==> src/rtl/toaplan2_snd_mailbox_if.sv <==
// Bus bundle between the 68k/sound-CPU glue and the sound command mailbox.
// The master side drives strobes, channel selects and masks; the slave returns data and status.
interface toaplan2_snd_mailbox_if #(
  parameter int CH = 2,
  parameter int DW = 8
);
  localparam int CHW = (CH > 1) ? $clog2(CH) : 1;

  logic           WR;
  logic [CHW-1:0] WR_CH;
  logic [DW-1:0]  WR_DATA;
  logic           RD;
  logic [CHW-1:0] RD_CH;
  logic [DW-1:0]  RD_DATA;
  logic [CH-1:0]  PENDING;
  logic [CH-1:0]  FULL;
  logic [CH-1:0]  OVF;
  logic [CH-1:0]  OVF_CLR;
  logic [CH-1:0]  IRQ_EN;
  logic           SND_IRQ;

  modport master (
    output WR, WR_CH, WR_DATA, RD, RD_CH, OVF_CLR, IRQ_EN,
    input  RD_DATA, PENDING, FULL, OVF, SND_IRQ
  );

  modport slave (
    input  WR, WR_CH, WR_DATA, RD, RD_CH, OVF_CLR, IRQ_EN,
    output RD_DATA, PENDING, FULL, OVF, SND_IRQ
  );
endinterface

==> src/rtl/toaplan2_snd_mailbox.sv <==
// Main-CPU to sound-CPU command mailbox: CH channels, each a DEPTH-entry FIFO or an
// overwrite latch, with edge-detected level strobes, sticky overflow and a maskable IRQ.
module toaplan2_snd_mailbox #(
  parameter int CH        = 2,
  parameter int DEPTH     = 4,
  parameter int DW        = 8,
  parameter int FIFO_MODE = 1
) (
  input  logic                     CLK96,
  input  logic                     RESET96,
  toaplan2_snd_mailbox_if.slave    bus
);
  localparam int CHW = (CH > 1) ? $clog2(CH) : 1;
  localparam int AW  = $clog2(DEPTH);
  // Latch mode behaves like a one-deep queue with overwrite on push.
  localparam logic [AW:0]  FULL_LVL = (FIFO_MODE != 0) ? (AW+1)'(DEPTH) : (AW+1)'(1);
  localparam logic [CHW:0] CH_LIM   = (CHW+1)'(CH);

  logic           wr_q, rd_q;
  logic [DW-1:0]  mem_q [CH][DEPTH];
  logic [AW-1:0]  wptr_q [CH];
  logic [AW-1:0]  wptr_d [CH];
  logic [AW-1:0]  rptr_q [CH];
  logic [AW-1:0]  rptr_d [CH];
  logic [AW:0]    cnt_q  [CH];
  logic [AW:0]    cnt_d  [CH];
  logic [CH-1:0]  ovf_q, ovf_d;
  logic [CH-1:0]  pending_q, pending_d;
  logic [CH-1:0]  full_q, full_d;
  logic [DW-1:0]  rd_data_q, rd_data_d;
  logic           irq_q;
  logic           mem_we;
  logic [AW-1:0]  mem_waddr;
  logic           push_ok, pop_ok;

  always_comb begin
    logic push_i, pop_i, do_push, do_pop;
    // NOTE: every variable gets a default before any branch, otherwise a latch is inferred.
    push_ok   = bus.WR & ~wr_q & ({1'b0, bus.WR_CH} < CH_LIM);
    pop_ok    = bus.RD & ~rd_q & ({1'b0, bus.RD_CH} < CH_LIM);
    rd_data_d = rd_data_q;
    mem_we    = 1'b0;
    mem_waddr = '0;
    ovf_d     = ovf_q & ~bus.OVF_CLR;
    for (int i = 0; i < CH; i++) begin
      wptr_d[i] = wptr_q[i];
      rptr_d[i] = rptr_q[i];
      cnt_d[i]  = cnt_q[i];
      push_i    = push_ok && (bus.WR_CH == CHW'(i));
      pop_i     = pop_ok  && (bus.RD_CH == CHW'(i));
      if (FIFO_MODE != 0) begin
        // A pop at the same edge frees the slot, so a full channel still accepts the push.
        do_push = push_i && ((cnt_q[i] != FULL_LVL) || pop_i);
        do_pop  = pop_i && (cnt_q[i] != '0);
        if (push_i && !do_push) ovf_d[i] = 1'b1;
        if (do_push) begin
          mem_we    = 1'b1;
          mem_waddr = wptr_q[i];
          wptr_d[i] = wptr_q[i] + 1'b1;
        end
        if (do_pop) begin
          rd_data_d = mem_q[i][rptr_q[i]];
          rptr_d[i] = rptr_q[i] + 1'b1;
        end
        case ({do_push, do_pop})
          2'b10:   cnt_d[i] = cnt_q[i] + 1'b1;
          2'b01:   cnt_d[i] = cnt_q[i] - 1'b1;
          default: cnt_d[i] = cnt_q[i];
        endcase
      end else begin
        if (push_i) begin
          mem_we   = 1'b1;
          cnt_d[i] = (AW+1)'(1);
          if ((cnt_q[i] != '0) && !pop_i) ovf_d[i] = 1'b1;
        end
        if (pop_i) begin
          rd_data_d = mem_q[i][0];
          if (!push_i) cnt_d[i] = '0;
        end
      end
      pending_d[i] = (cnt_d[i] != '0);
      full_d[i]    = (cnt_d[i] == FULL_LVL);
    end
  end

  // NOTE: the storage array has no reset; only pointers and counts define what is valid.
  always_ff @(posedge CLK96) begin
    if (mem_we) mem_q[bus.WR_CH][mem_waddr] <= bus.WR_DATA;
  end

  // NOTE: sequential state uses non-blocking assignments so all registers update together.
  always_ff @(posedge CLK96 or posedge RESET96) begin
    if (RESET96) begin
      wr_q      <= 1'b0;
      rd_q      <= 1'b0;
      ovf_q     <= '0;
      pending_q <= '0;
      full_q    <= '0;
      rd_data_q <= '0;
      irq_q     <= 1'b0;
      for (int i = 0; i < CH; i++) begin
        wptr_q[i] <= '0;
        rptr_q[i] <= '0;
        cnt_q[i]  <= '0;
      end
    end else begin
      wr_q      <= bus.WR;
      rd_q      <= bus.RD;
      ovf_q     <= ovf_d;
      pending_q <= pending_d;
      full_q    <= full_d;
      rd_data_q <= rd_data_d;
      irq_q     <= |(pending_q & bus.IRQ_EN);
      for (int i = 0; i < CH; i++) begin
        wptr_q[i] <= wptr_d[i];
        rptr_q[i] <= rptr_d[i];
        cnt_q[i]  <= cnt_d[i];
      end
    end
  end

  assign bus.RD_DATA = rd_data_q;
  assign bus.PENDING = pending_q;
  assign bus.FULL    = full_q;
  assign bus.OVF     = ovf_q;
  assign bus.SND_IRQ = irq_q;
endmodule

==> src/flat_wrapper.sv <==
// flat-port wrapper written by rule: the top's interface ports become plain ports
module toaplan2_snd_mailbox_flat 
#(
  parameter int CH        = 2,
  parameter int DEPTH     = 4,
  parameter int DW        = 8,
  parameter int FIFO_MODE = 1
)
  (CLK96, RESET96, bus_WR, bus_WR_CH, bus_WR_DATA, bus_RD, bus_RD_CH, bus_OVF_CLR, bus_IRQ_EN, bus_RD_DATA, bus_PENDING, bus_FULL, bus_OVF, bus_SND_IRQ);
  toaplan2_snd_mailbox_if #(.CH(CH), .DW(DW)) bus_i ();
  input  logic CLK96;
  input  logic RESET96;
  input wire logic [$bits(bus_i.WR)-1:0] bus_WR;
  input wire logic [$bits(bus_i.WR_CH)-1:0] bus_WR_CH;
  input wire logic [$bits(bus_i.WR_DATA)-1:0] bus_WR_DATA;
  input wire logic [$bits(bus_i.RD)-1:0] bus_RD;
  input wire logic [$bits(bus_i.RD_CH)-1:0] bus_RD_CH;
  input wire logic [$bits(bus_i.OVF_CLR)-1:0] bus_OVF_CLR;
  input wire logic [$bits(bus_i.IRQ_EN)-1:0] bus_IRQ_EN;
  output wire logic [$bits(bus_i.RD_DATA)-1:0] bus_RD_DATA;
  output wire logic [$bits(bus_i.PENDING)-1:0] bus_PENDING;
  output wire logic [$bits(bus_i.FULL)-1:0] bus_FULL;
  output wire logic [$bits(bus_i.OVF)-1:0] bus_OVF;
  output wire logic [$bits(bus_i.SND_IRQ)-1:0] bus_SND_IRQ;
  assign bus_i.WR = bus_WR;
  assign bus_i.WR_CH = bus_WR_CH;
  assign bus_i.WR_DATA = bus_WR_DATA;
  assign bus_i.RD = bus_RD;
  assign bus_i.RD_CH = bus_RD_CH;
  assign bus_i.OVF_CLR = bus_OVF_CLR;
  assign bus_i.IRQ_EN = bus_IRQ_EN;
  assign bus_RD_DATA = bus_i.RD_DATA;
  assign bus_PENDING = bus_i.PENDING;
  assign bus_FULL = bus_i.FULL;
  assign bus_OVF = bus_i.OVF;
  assign bus_SND_IRQ = bus_i.SND_IRQ;
  toaplan2_snd_mailbox #(.CH(CH), .DEPTH(DEPTH), .DW(DW), .FIFO_MODE(FIFO_MODE)) u_core (.CLK96(CLK96), .RESET96(RESET96), .bus(bus_i));
endmodule
==> config.mk <==
export PLATFORM = sky130hd
export DESIGN_NAME = toaplan2_snd_mailbox_flat
export DESIGN_NICKNAME = d
export VERILOG_FILES = /design/src/rtl/toaplan2_snd_mailbox_if.sv /design/src/rtl/toaplan2_snd_mailbox.sv /design/src/flat_wrapper.sv
export SDC_FILE = /design/constraint.sdc
export NUM_CORES = 1
export LEC_CHECK = 0
export BUFFER_PORTS_ARGS = -buffer_cell sky130_fd_sc_hd__buf_2
export CORE_MARGIN = 2
export CORE_UTILIZATION = 55
export DETAILED_ROUTE_END_ITERATION = 7
export HOLD_SLACK_MARGIN = 0.15
export PLACE_DENSITY = 0.75
export SYNTH_ARGS = -nofsm -noshare
export SYNTH_HDL_FRONTEND = slang
export SYNTH_SLANG_ARGS = --single-unit
export TNS_END_PERCENT = 50
==> constraint.sdc <==
create_clock -name CLK96 -period 6.1 [get_ports CLK96]
set_input_delay 1.525 -clock CLK96 [delete_from_list [all_inputs] [get_ports CLK96]]
set_output_delay 1.525 -clock CLK96 [all_outputs]
set_load 0.01 [all_outputs]
==> flow_summary.json <==
{
  "syn_nets": 227,
  "critical_path_depth": 10,
  "final_cell_area_sq_mm": 0.00422,
  "place_congestion": 0.746,
  "drc": 0,
  "post-route-min-period_ps": 3390,
  "antenna_found_initial": 0,
  "worst-endpoint-arrival_ps": 3620,
  "synthFlopType": "edfxtp_1",
  "power_switching_mw": 0.511,
  "hold_viol": 0,
  "combPwrFrac_pct": 21.7,
  "clk_latency_ps": 350,
  "yosys.area.top_type": "edfxtp_1",
  "synth_seq_cells": 95,
  "hpwl_mm": 4.20,
  "leakage_nw": 1.62,
  "rsz0062_at_grt": "false",
  "setup_viol": 0,
  "clk_pin_slew_ps": 90,
  "worst_slew_pin_slew_ps": 810,
  "synth_cell_types": 32,
  "port_buffers": 32,
  "powerDensity_mw_per_mm2": 416,
  "vias": 1870,
  "synth-edff-count": 64,
  "dieArea_sq_mm": 0.00744,
  "met1_length_mm": 2.93,
  "numCtsBuffers": 9,
  "vias_per_cell": 5.63,
  "top_layer": "met4",
  "ys_seq_area_share_pct": 72.5,
  "dr.first_iter.drc_count": 114,
  "htree_num_levels": 3,
  "diodes": 0,
  "internal-power_mw": 1.25,
  "clkPwrFrac_pct": 25.8,
  "crit_type": "primary input to register",
  "grt_pass1_vias": 1853,
  "grt_max_degree": 32,
  "hold_path_class": "register to register",
  "die_h_um": 86.2,
  "whs_path_depth": 1,
  "grt_pass1_wl_mm": 9.63,
  "synth-async-reset-ratio_pct": 32.6,
  "critPathLaunchType": "primary input",
  "overflow": 0,
  "firstDrtPassIters": 4,
  "dpl_worst_slack_ps": 2320,
  "cp_num_buf_inv": 2,
  "place_area_sq_mm": 0.00400,
  "initial_core_util_pct": 57.6,
  "clock_skew_ps": 9.76,
  "post-route-period-util_pct": 55.6,
  "routed_wl_mm": 6.11,
  "finalWorstSetupSlack_ps": 2710,
  "cts_num_sinks": 95,
  "fmax_ghz": 0.295,
  "synthTopCellsByArea": "edfxtp_1 52%, dfrtp_1 21%, mux4_2 6.7%",
  "die_w_um": 86.2,
  "clk_path_buf_depth": 2,
  "synth_cells": 205,
  "critPathMaxFanout": 12,
  "cts_setup_buffers": 0,
  "crit_family": "adder cells",
  "slowest_stage": "o31a_1",
  "synth_commonest_cells": "64 x edfxtp_1, 31 x dfrtp_1, 13 x inv_1",
  "status": "finished clean",
  "worstPathRequired_ps": 6330,
  "synthToLayoutAreaGrowth_pct": 13.5,
  "grt.total_usage_pct": 17.9,
  "wire_per_inst_um": 18.4,
  "yosysTopAreaCellShare_pct": 51.7,
  "drv_cap": 0,
  "tns_ps": 0,
  "final-max-slew-violation-count": 0,
  "met3_length_um": 354,
  "syn-cell-area_sq_mm": 0.00372,
  "ctsHoldBuffers": 0,
  "path_cells": "buf_2, nor3b_2, o31a_1, ha_1, inv_1, fa_1, xor2_1, nor2_1, xnor2_1, nor3_1",
  "worstSetupEndpointType": "register",
  "syn_avg_cell_area_sq_um": 18.1,
  "p_sw_share_pct": 29.0,
  "clock-root-buffer": "clkbuf_8",
  "ant_nets": 0,
  "ir_worst_vdd_mv": 0.216,
  "cts_resized": 0,
  "met2_length_mm": 2.72,
  "ys_warn_count": 0,
  "io_pins": 33,
  "cpPeakStageDelay_ps": 470,
  "slew_headroom_pct": 45.8,
  "ff2ff_path_depth": 9,
  "row_count": 29,
  "synthMostInstantiatedCell": "edfxtp_1",
  "layout.nets": 272,
  "power.share.sequential_pct": 52.5,
  "core_sq_mm": 0.00646,
  "drive_gt1_share_pct": 27.1,
  "cts_tree": "done"
}
==> through the flow <==
step / util [%] / power (mW) / hold slack [ps] / cells
after floorplan: - / 1.21 / 489 / 205
after global placement: 61.9 / 1.31 / 483 / 316
after detailed placement: 61.9 / 1.33 / 481 / 316
after CTS: 65.4 / 1.77 / 502 / 332
after global routing: 65.4 / 1.85 / 515 / 332
final: 65.4 / 1.76 / 503 / 332
==> power by group through the flow <==
stage / combinational [mW] / clock (mW) / sequential, mW
global route: 0.420 / 0.489 / 0.943
finish: 0.382 / 0.453 / 0.924
detailed placement: 0.386 / 0 / 0.940
global placement: 0.373 / 0 / 0.937
floorplan: 0.322 / 0 / 0.884
CTS: 0.386 / 0.462 / 0.926
==> state kept, by name, indices dropped and copies added (netlist names) <==
| signal | cells |
|---|---|
| u_core.bus.OVF | 2 |
| u_core.rptr_q | 4 |
| u_core.bus.SND_IRQ | 1 |
| u_core.cnt_q | 6 |
| u_core.bus.PENDING | 2 |
| u_core.rd_q | 1 |
| u_core.wptr_q | 4 |
| u_core.mem_q | 64 |
| u_core.bus.RD_DATA | 8 |
| u_core.wr_q | 1 |
| u_core.bus.FULL | 2 |
==> logic make-up (layout without fill, tap and decap cells) <==
group	after synthesis	count (layout)	share of synthesized area, %
buf+inv	19	69	2.39
flops	95	95	72.5
fa+ha+maj	4	4	1.75
mux	18	18	10.7
compound gates	16	16	3.70
xor+xnor	13	13	3.06
simple gates	40	40	5.85
==> cell type report <==
class | count | area, sq um
fillers | 457 | 2240
flip-flops and latches | 95 | 2700
repair buffers | 40 | 220
clock buffers | 9 | 124
clock inverters | 7 | 103
well taps | 77 | 96.3
inverters | 13 | 48.8
multi-input cells | 91 | 933
==> worst paths after layout <==
check | start | end | slack, ps
worst min register to register | u_core.bus.PENDING[1] | u_core.bus.SND_IRQ | 500
max in group asynchronous | RESET96 | u_core.wptr_q[0] | 4570
worst max register to register | u_core.cnt_q[4] | u_core.bus.FULL[0] | 3590
worst max-delay path | bus_RD_CH | u_core.bus.FULL[0] | 2710
min in group asynchronous | RESET96 | u_core.wr_q | 1240
worst min-delay path | u_core.bus.PENDING[1] | u_core.bus.SND_IRQ | 500
==> metal layers <==
layer | vias up | track usage (%)
met5 | - | 0
met4 | 0 | 8.10
met3 | 9 | 3.43
met2 | 50 | 25.6
met1 | 936 | 27.3
li1 | 875 | -
==> cell usage in the layout (no fill, tap or decap), types with 3 or more instances in the layout <==
master	instances
a221o_1	8
and2_1	6
buf_2	32
buf_4	8
clkbuf_8	9
dfrtp_1	31
edfxtp_1	64
inv_1	13
mux4_1	5
mux4_2	11
nand2_1	6
nor2_1	9
nor3_1	7
nor3b_1	3
xnor2_1	9
xor2_1	4
Note: power is estimated with default switching activity, not from simulation.
